File: config.mk
export PLATFORM = sky130hd
export DESIGN_NAME = onehot_scan_decoder
export DESIGN_NICKNAME = d
export VERILOG_FILES = /design/src/rtl/onehot_scan_decoder.sv
export SDC_FILE = /design/constraint.sdc
export NUM_CORES = 1
export LEC_CHECK = 0
export ABC_AREA = 0
export BUFFER_PORTS_ARGS = -buffer_cell sky130_fd_sc_hd__buf_2
export CAP_MARGIN = 25
export CELL_PAD_IN_SITES_DETAIL_PLACEMENT = 0
export CELL_PAD_IN_SITES_GLOBAL_PLACEMENT = 1
export CORE_ASPECT_RATIO = 0.6
export CORE_UTILIZATION = 32
export CTS_CLUSTER_DIAMETER = 30
export DETAILED_ROUTE_END_ITERATION = 10
export HOLD_SLACK_MARGIN = 0.02
export PLACE_DENSITY = 0.76
export SYNTH_ARGS = -nofsm -noshare
export SYNTH_HDL_FRONTEND = slang
export SYNTH_SLANG_ARGS = --single-unit
File: constraint.sdc
create_clock -name clk -period 1.45 [get_ports clk]
set_clock_uncertainty 0.05 [all_clocks]
set_input_delay 0.0725 -clock clk [delete_from_list [all_inputs] [get_ports clk]]
set_output_delay 0.0725 -clock clk [all_outputs]
set_load 0.03 [all_outputs]
File: src/rtl/onehot_scan_decoder.sv
// One-hot decoder with registered output and a self-running scan mode.
// Scan holds each bit for DWELL cycles and wraps back to bit 0.
module onehot_scan_decoder #(
  parameter int SEL_W   = 3,
  parameter int NUM_OUT = 8,
  parameter int DWELL   = 4
) (
  input  logic               clk,
  input  logic               rst,
  input  logic               clr,
  input  logic               mode,
  input  logic               en,
  input  logic               in_valid,
  input  logic [SEL_W-1:0]   sel,
  output logic               in_ready,
  output logic [NUM_OUT-1:0] out,
  output logic               out_valid,
  output logic               err,
  output logic               wrap
);

  localparam int CW = (DWELL > 1) ? $clog2(DWELL) : 1;
  localparam logic [CW-1:0] LAST = CW'(DWELL - 1);

  typedef enum logic [1:0] {
    S_IDLE,
    S_HOLD,
    S_SCAN
  } state_t;

  state_t             r_state;
  state_t             w_state_nxt;
  logic [NUM_OUT-1:0] r_out;
  logic [NUM_OUT-1:0] w_out_nxt;
  logic               r_vld;
  logic               w_vld_nxt;
  logic [CW-1:0]      r_cnt;
  logic [CW-1:0]      w_cnt_nxt;
  logic               r_err;
  logic               w_err_nxt;
  logic               r_wrap;
  logic               w_wrap_nxt;

  logic               w_ready;
  logic               w_accept;
  logic               w_in_rng;
  logic               w_scan_go;
  logic               w_scan_stop;
  logic [NUM_OUT-1:0] w_dec;

  assign w_ready     = (r_state != S_SCAN) && !clr;
  assign w_accept    = in_valid && w_ready && !mode;
  assign w_in_rng    = ({1'b0, sel} < (SEL_W + 1)'(NUM_OUT));
  assign w_scan_go   = mode && en;
  assign w_scan_stop = !mode || !en;
  assign w_dec       = NUM_OUT'(1) << sel;

  always_ff @(posedge clk) begin
    if (rst) begin
      r_state <= S_IDLE;
      r_out   <= '0;
      r_vld   <= 1'b0;
      r_cnt   <= '0;
      r_err   <= 1'b0;
      r_wrap  <= 1'b0;
    end else begin
      r_state <= w_state_nxt;
      r_out   <= w_out_nxt;
      r_vld   <= w_vld_nxt;
      r_cnt   <= w_cnt_nxt;
      r_err   <= w_err_nxt;
      r_wrap  <= w_wrap_nxt;
    end
  end

  always_comb begin
    w_state_nxt = r_state;
    if (clr) begin
      w_state_nxt = S_IDLE;
    end else begin
      case (r_state)
        S_IDLE, S_HOLD: begin
          if (w_accept && w_in_rng) w_state_nxt = S_HOLD;
          else if (w_scan_go)       w_state_nxt = S_SCAN;
        end
        S_SCAN: begin
          if (w_scan_stop) w_state_nxt = S_IDLE;
        end
        default: w_state_nxt = S_IDLE;
      endcase
    end
  end

  always_comb begin
    w_out_nxt  = r_out;
    w_vld_nxt  = r_vld;
    w_cnt_nxt  = r_cnt;
    w_err_nxt  = 1'b0;
    w_wrap_nxt = 1'b0;
    if (clr) begin
      w_out_nxt = '0;
      w_vld_nxt = 1'b0;
      w_cnt_nxt = '0;
    end else begin
      case (r_state)
        S_IDLE, S_HOLD: begin
          if (w_accept) begin
            if (w_in_rng) begin
              w_out_nxt = w_dec;
              w_vld_nxt = 1'b1;
            end else begin
              w_err_nxt = 1'b1;
            end
          end else if (w_scan_go) begin
            w_out_nxt = NUM_OUT'(1);
            w_vld_nxt = 1'b1;
            w_cnt_nxt = '0;
          end
        end
        S_SCAN: begin
          if (w_scan_stop) begin
            w_out_nxt = '0;
            w_vld_nxt = 1'b0;
            w_cnt_nxt = '0;
          end else if (r_cnt == LAST) begin
            w_cnt_nxt = '0;
            // Top bit rotates back to bit 0 and flags the wrap.
            if (r_out[NUM_OUT-1]) begin
              w_out_nxt  = NUM_OUT'(1);
              w_wrap_nxt = 1'b1;
            end else begin
              w_out_nxt = {r_out[NUM_OUT-2:0], 1'b0};
            end
          end else begin
            w_cnt_nxt = r_cnt + CW'(1);
          end
        end
        default: begin
          w_out_nxt = '0;
          w_vld_nxt = 1'b0;
          w_cnt_nxt = '0;
        end
      endcase
    end
  end

  assign in_ready  = w_ready;
  assign out       = r_out;
  assign out_valid = r_vld;
  assign err       = r_err;
  assign wrap      = r_wrap;

endmodule

==> impl_metrics.csv, run 1 <==
group,metric,value,unit
run,maxCapViolations,0,
power,clock_power_share,35.3,%
clock_tree,path_clk_slew,80,ps
synth,synthCells,75,
placement,port_buffers,19,
synth,syn-cell-area,704,sq um
critical_path,endpoint_kind,"register",
global_routing,grt_max_degree,9,
final_layout,layout_common_cells,"buf_2, dfxtp_1, buf_4, nand2_1, a21oi_1",
detailed_routing,routedWlPerCell,12.4,um
floorplanning,start_util,36.1,%
placement,gp_congestion,0.732,
power,comb_power_share,14.1,%
critical_path,start_kind,"register",
synth,synth_warnings,0,
timing,hold_viol,0,
detailed_routing,postRouteAntennaNets,0,
global_routing,track_usage,14.2,%
outcome,outcome,"completed",
detailed_routing,vias,677,
critical_path,cp.required,1570,ps
critical_path,path_max_fanout,7,
clock_tree,htreeDepth,1,
detailed_routing,dr.pass1.iters,4,
final_layout,num-nets-final,115,
power,power.internal,0.584,mW
power,power.total,0.778,mW
timing,timing.final.crit_share,94.4,%
detailed_routing,drt-total-wl,1.63,mm
floorplanning,core-area,0.00195,sq mm
power,p_leak,0.396,nW
timing,grt_setup_unrepaired,"no",
clock_tree,cts_max_path_buffers,2,
timing,period_minus_slack,1370,ps
critical_path,r2r_slack,80,ps
synth,ys.flop_type,"dfxtp_1",
worst_hold_path,holdPathStages,3,
detailed_routing,vias_per_cell,5.13,
critical_path,cp_data_arrival_time,1490,ps
global_routing,grt_overflow_total,0,
synth,synthArstFlopShare,0,%
floorplanning,die_y,38.3,um
timing,setup_violations,0,
synth,ys_seq_area_share,39.8,%
timing,timing.fmax,730,MHz
global_routing,grt_pass1_vias,559,
global_routing,grt_pass1_wl,2.49,mm
detailed_routing,drtIter0Drc,16,
placement,hpwl,1.21,mm
synth,synth_nets,85,
synth,synth-seq-cells,14,
clock_tree,hold_buffers,0,
worst_hold_path,worstHoldPathType,"in2reg",
final_layout,final_common_cell,"buf_2",
floorplanning,io_pins,21,
power,power_frac_seq,50.5,%
clock_tree,cts_tree,"built",
floorplanning,dieArea,0.00240,sq mm
power,power_density,824,mW/mm^2
synth,synth.avg_cell_area,9.39,sq um
timing,fin_ws,80.8,ps
floorplanning,rows,12,
timing,report.final.slew_viol_count,0,
synth,yosysUniqueCellTypes,26,
clock_tree,clkSinkCount,14,
final_layout,diodes,0,
clock_tree,clock_latency,280,ps
floorplanning,die_w,62.6,um
critical_path,r2r.worst_path.cells,5,
critical_path,crit_type,"reg2reg",
final_layout,area_delta_synth_final,34.1,%
final_layout,drive_gt1_share,41.3,%
synth,synth-edff-count,0,
global_routing,antenna_found_initial,0,
detailed_routing,drc,0,
placement,dp_slack,-42.0,ps
clock_tree,cts_root_buffer,"clkbuf_4",
power,irDropWorstVdd,0.421,mV
clock_tree,cts_buffers,3,
power,switching_share,24.9,%
power,switching_power,0.194,mW
## logic make-up after synthesis
group,share of synthesized area [%]
DFF,39.8
AOI/OAI and AO/OA,33.6
adders and majority gates,1.78
and+or+nand+nor,19.7
buffers and inverters,4.62
other,0.532
## cell usage after synthesis (2+ instances only)
| library cell | instances | area [sq um] |
|---|---|---|
| nor2_1 | 6 | 22.5 |
| nor3_1 | 3 | 15.0 |
| a211oi_1 | 2 | 15.0 |
| a22o_2 | 3 | 30.0 |
| o21ai_0 | 2 | 10.0 |
| a21oi_1 | 6 | 30.0 |
| dfxtp_1 | 14 | 280 |
| inv_1 | 4 | 15.0 |
| a22o_1 | 4 | 35.0 |
| buf_2 | 2 | 10.0 |
| o2bb2ai_1 | 3 | 26.3 |
| nand2_1 | 8 | 30.0 |
| a32o_1 | 5 | 50.1 |
## flip-flops by register name, summed over array words and instances (netlist names)
signal,count
wrap,1
r_cnt,2
out_valid,1
r_state,2
out,8
## metrics by stage
stage	util (%)	instance area (sq um)	TNS (ps)	cells	hold slack (ps)
floorplan	-	704	0	75	201
global placement	44.9	877	-10.0	127	352
detailed placement	44.9	877	-175	127	343
CTS	46.9	916	0	131	56.5
global route	48.4	945	0	132	79.7
finish	48.4	945	0	132	65.0
## what timing repair did
| item | 4_1_cts | 5_1_grt |
|---|---|---|
| endpoints found under the setup margin | 8 | 8 |
| buffers inserted | 0 | 1 |
| resized for setup | 2 | 4 |
## critical path: stages (launching register included)
cell and delay (ps):
dfxtp_2 370, buf_4 150, nor4b_4 120, buf_4 160
a32o_1 210, a22o_2 200
## final cells by class
cell class / count / area (sq um)
fillers: 201 / 1010
multi-input cells: 54 / 414
flip-flops and latches: 14 / 282
repair buffers: 28 / 163
clock buffers: 4 / 36.3
well taps: 28 / 35.0
inverters: 4 / 15.0
## layer usage
| metal | GRT usage, % | routed length (um) | vias to the layer above |
|---|---|---|---|
| li1 | - | - | 348 |
| met1 | 19.8 | 856 | 309 |
| met2 | 19.6 | 671 | 16 |
| met3 | 5.65 | 90 | 4 |
| met4 | 4.07 | 14 | 0 |
| met5 | 0 | 0 | - |
## final timing paths
kind	startpoint	endpoint
max	r_state[1]	out[4]
min	en	wrap
max reg2reg	r_state[1]	out[4]
min reg2reg	out_valid	out_valid
## power groups by stage
stage / clock, mW / combinational [mW] / sequential (mW)
3_5_place_dp: 0 / 0.100 / 0.402
5_1_grt: 0.304 / 0.119 / 0.394
4_1_cts: 0.286 / 0.102 / 0.393
2_1_floorplan: 0 / 0.0524 / 0.407
3_3_place_gp: 0 / 0.101 / 0.402
6_report: 0.275 / 0.110 / 0.393
(Power assumes the default switching activity.)
==> run 2: changes to the inputs <==
--- a/config.mk
+++ b/config.mk
@@ -15,7 +15,7 @@
 export CTS_CLUSTER_DIAMETER = 30
 export DETAILED_ROUTE_END_ITERATION = 10
 export HOLD_SLACK_MARGIN = 0.02
-export PLACE_DENSITY = 0.76
+export PLACE_DENSITY_LB_ADDON = 0.15
 export SYNTH_ARGS = -nofsm -noshare
 export SYNTH_HDL_FRONTEND = slang
 export SYNTH_SLANG_ARGS = --single-unit
==> run 2 against run 1 <==
- wire length up 5.9%
- total power up 0.66%
- critical path type unchanged
- final cell count up 1.5%
- design area down 0.40%
- largest power group unchanged
- critical endpoint is now out[1]
- clock-buffer cell count unchanged
==> impl_metrics.csv, run 2 (same netlist as run 1, synthesis figures left out) <==
group,metric,value,unit
critical_path,cp.depth,5,
final_layout,drive_gt1_share,42.5,%
floorplanning,core-area,0.00195,sq mm
floorplanning,start_util,36.1,%
critical_path,cp_data_arrival_time,1520,ps
global_routing,grt_pass1_vias,584,
critical_path,cp_common_cell,"buf_4",
outcome,outcome,"completed",
global_routing,grt_pass1_wl,2.86,mm
detailed_routing,dr.pass1.iters,4,
final_layout,largest_reg_flops,8,
critical_path,rr_endpoint,"out[1]",
placement,dpl-instance-area,900,sq um
placement,gp_congestion,0.903,
placement,dp_slack,-49.6,ps
critical_path,rr_startpoint,"r_state[1]",
detailed_routing,drc,0,
floorplanning,io_pins,21,
detailed_routing,postRouteAntennaNets,0,
critical_path,path_cells,"buf_4 -> nor3_1 -> buf_4 -> a32o_1 -> a22o_2",
clock_tree,cts_tree,"built",
floorplanning,die_w,62.6,um
critical_path,crit_family,"compound AO/OA/AOI/OAI gates",
global_routing,grt_max_degree,9,
final_layout,design_area,941,sq um
final_layout,layout_common_cells,"buf_2, dfxtp_1, buf_4, nand2_1, a21oi_1",
critical_path,critical_path.max_stage_delay,390,ps
critical_path,crit_buf_inv,2,
critical_path,path_max_fanout,7,
final_layout,num-nets-final,117,
timing,grt_setup_unrepaired,"no",
detailed_routing,routedWlPerCell,12.9,um
floorplanning,rows,12,
detailed_routing,vias,699,
critical_path,start_kind,"register",
final_layout,final_common_cell,"buf_2",
clock_tree,htreeDepth,1,
timing,timing.final.crit_share,96.1,%
timing,report.final.slew_viol_count,0,
critical_path,r2r.worst_path.cells,5,
final_layout,diodes,0,
clock_tree,clkSinkCount,14,
final_layout,area_delta_synth_final,33.6,%
detailed_routing,drtIter0Drc,38,
global_routing,grt_overflow_total,0,
critical_path,slowest_stage,"dfxtp_2",
run,maxCapViolations,0,
worst_hold_path,min-delay-start,"en",
clock_tree,clock_latency,280,ps
detailed_routing,vias_per_cell,5.22,
timing,period_minus_slack,1390,ps
floorplanning,dieArea,0.00240,sq mm
power,irDropWorstVdd,0.603,mV
critical_path,endpoint_kind,"register",
critical_path,crit_type,"reg2reg",
critical_path,r2r_slack,60,ps
critical_path,crit_start,"r_state[1]",
placement,port_buffers,19,
placement,hpwl,1.33,mm
floorplanning,die_y,38.3,um
power,power_density,832,mW/mm^2
global_routing,track_usage,16.5,%
global_routing,antenna_found_initial,0,
timing,hold_viol,0,
critical_path,cp.required,1580,ps
detailed_routing,drt-total-wl,1.73,mm
timing,timing.fmax,718,MHz
final_layout,fin_util,48.2,%
timing,setup_violations,0,
clock_tree,cts_root_buffer,"clkbuf_4",
clock_tree,path_clk_slew,90,ps
clock_tree,cts_buffers,3,
timing,fin_ws,57.1,ps
clock_tree,cts_max_path_buffers,2,
worst_hold_path,worstHoldPathType,"in2reg",
power,p_leak,0.402,nW
clock_tree,post_cts_buffers,0,
clock_tree,hold_buffers,0,
critical_path,critPathCapture,"out[1]",
==> run 2: power by group <==
group	switching [mW]	internal, mW	leakage (nW)
Sequential	0.00425	0.389	0.114
Clock	0.131	0.153	0.0210
Combinational	0.0647	0.0416	0.267
==> run 2: worst min-delay path, cell delays in order <==
cell and delay, ps:
buf_2 120, nand4_1 130, nor3_1 70
==> run 2: stage by stage <==
stage	std cells	power [mW]	setup TNS, ps	hold slack [ps]
5_1_grt	134	0.826	0	77.8
3_5_place_dp	130	0.506	-249	373
6_report	134	0.783	0	90.3
4_1_cts	134	0.784	0	69.7
2_1_floorplan	75	0.460	0	201
3_3_place_gp	130	0.507	-137	410
==> run 2: layout make-up <==
cell class                      count  area (sq um)
Fill cell                         198          1010
Multi-Input combinational cell     54           394
Sequential cell                    14           283
Timing Repair Buffer               30           178
Clock buffer                        4          36.3
Tap cell                           28          35.0
Inverter                            4          15.0
==> run 2: worst min path at each step <==
stage                     slack (ps)  cells past startpoint   end
after floorplan                  200                      2  wrap
after global placement           410                      3  wrap
after detailed placement         370                      3  wrap
after CTS                         70                      3  wrap
after global routing              80                      3  wrap
final                             90                      3  wrap
==> run 2: what timing repair did <==
action,CTS,global route
pin swaps,0,2
cloned,0,0
setup endpoints to repair,8,6
gates resized for setup,2,1
==> run 2: metal layers <==
layer	global-route usage [%]	share of wire, %	vias up
li1	-	-	349
met1	23.9	58	323
met2	20.9	33	25
met3	7.74	8.1	2
met4	3.49	0.46	0
met5	0	0	-
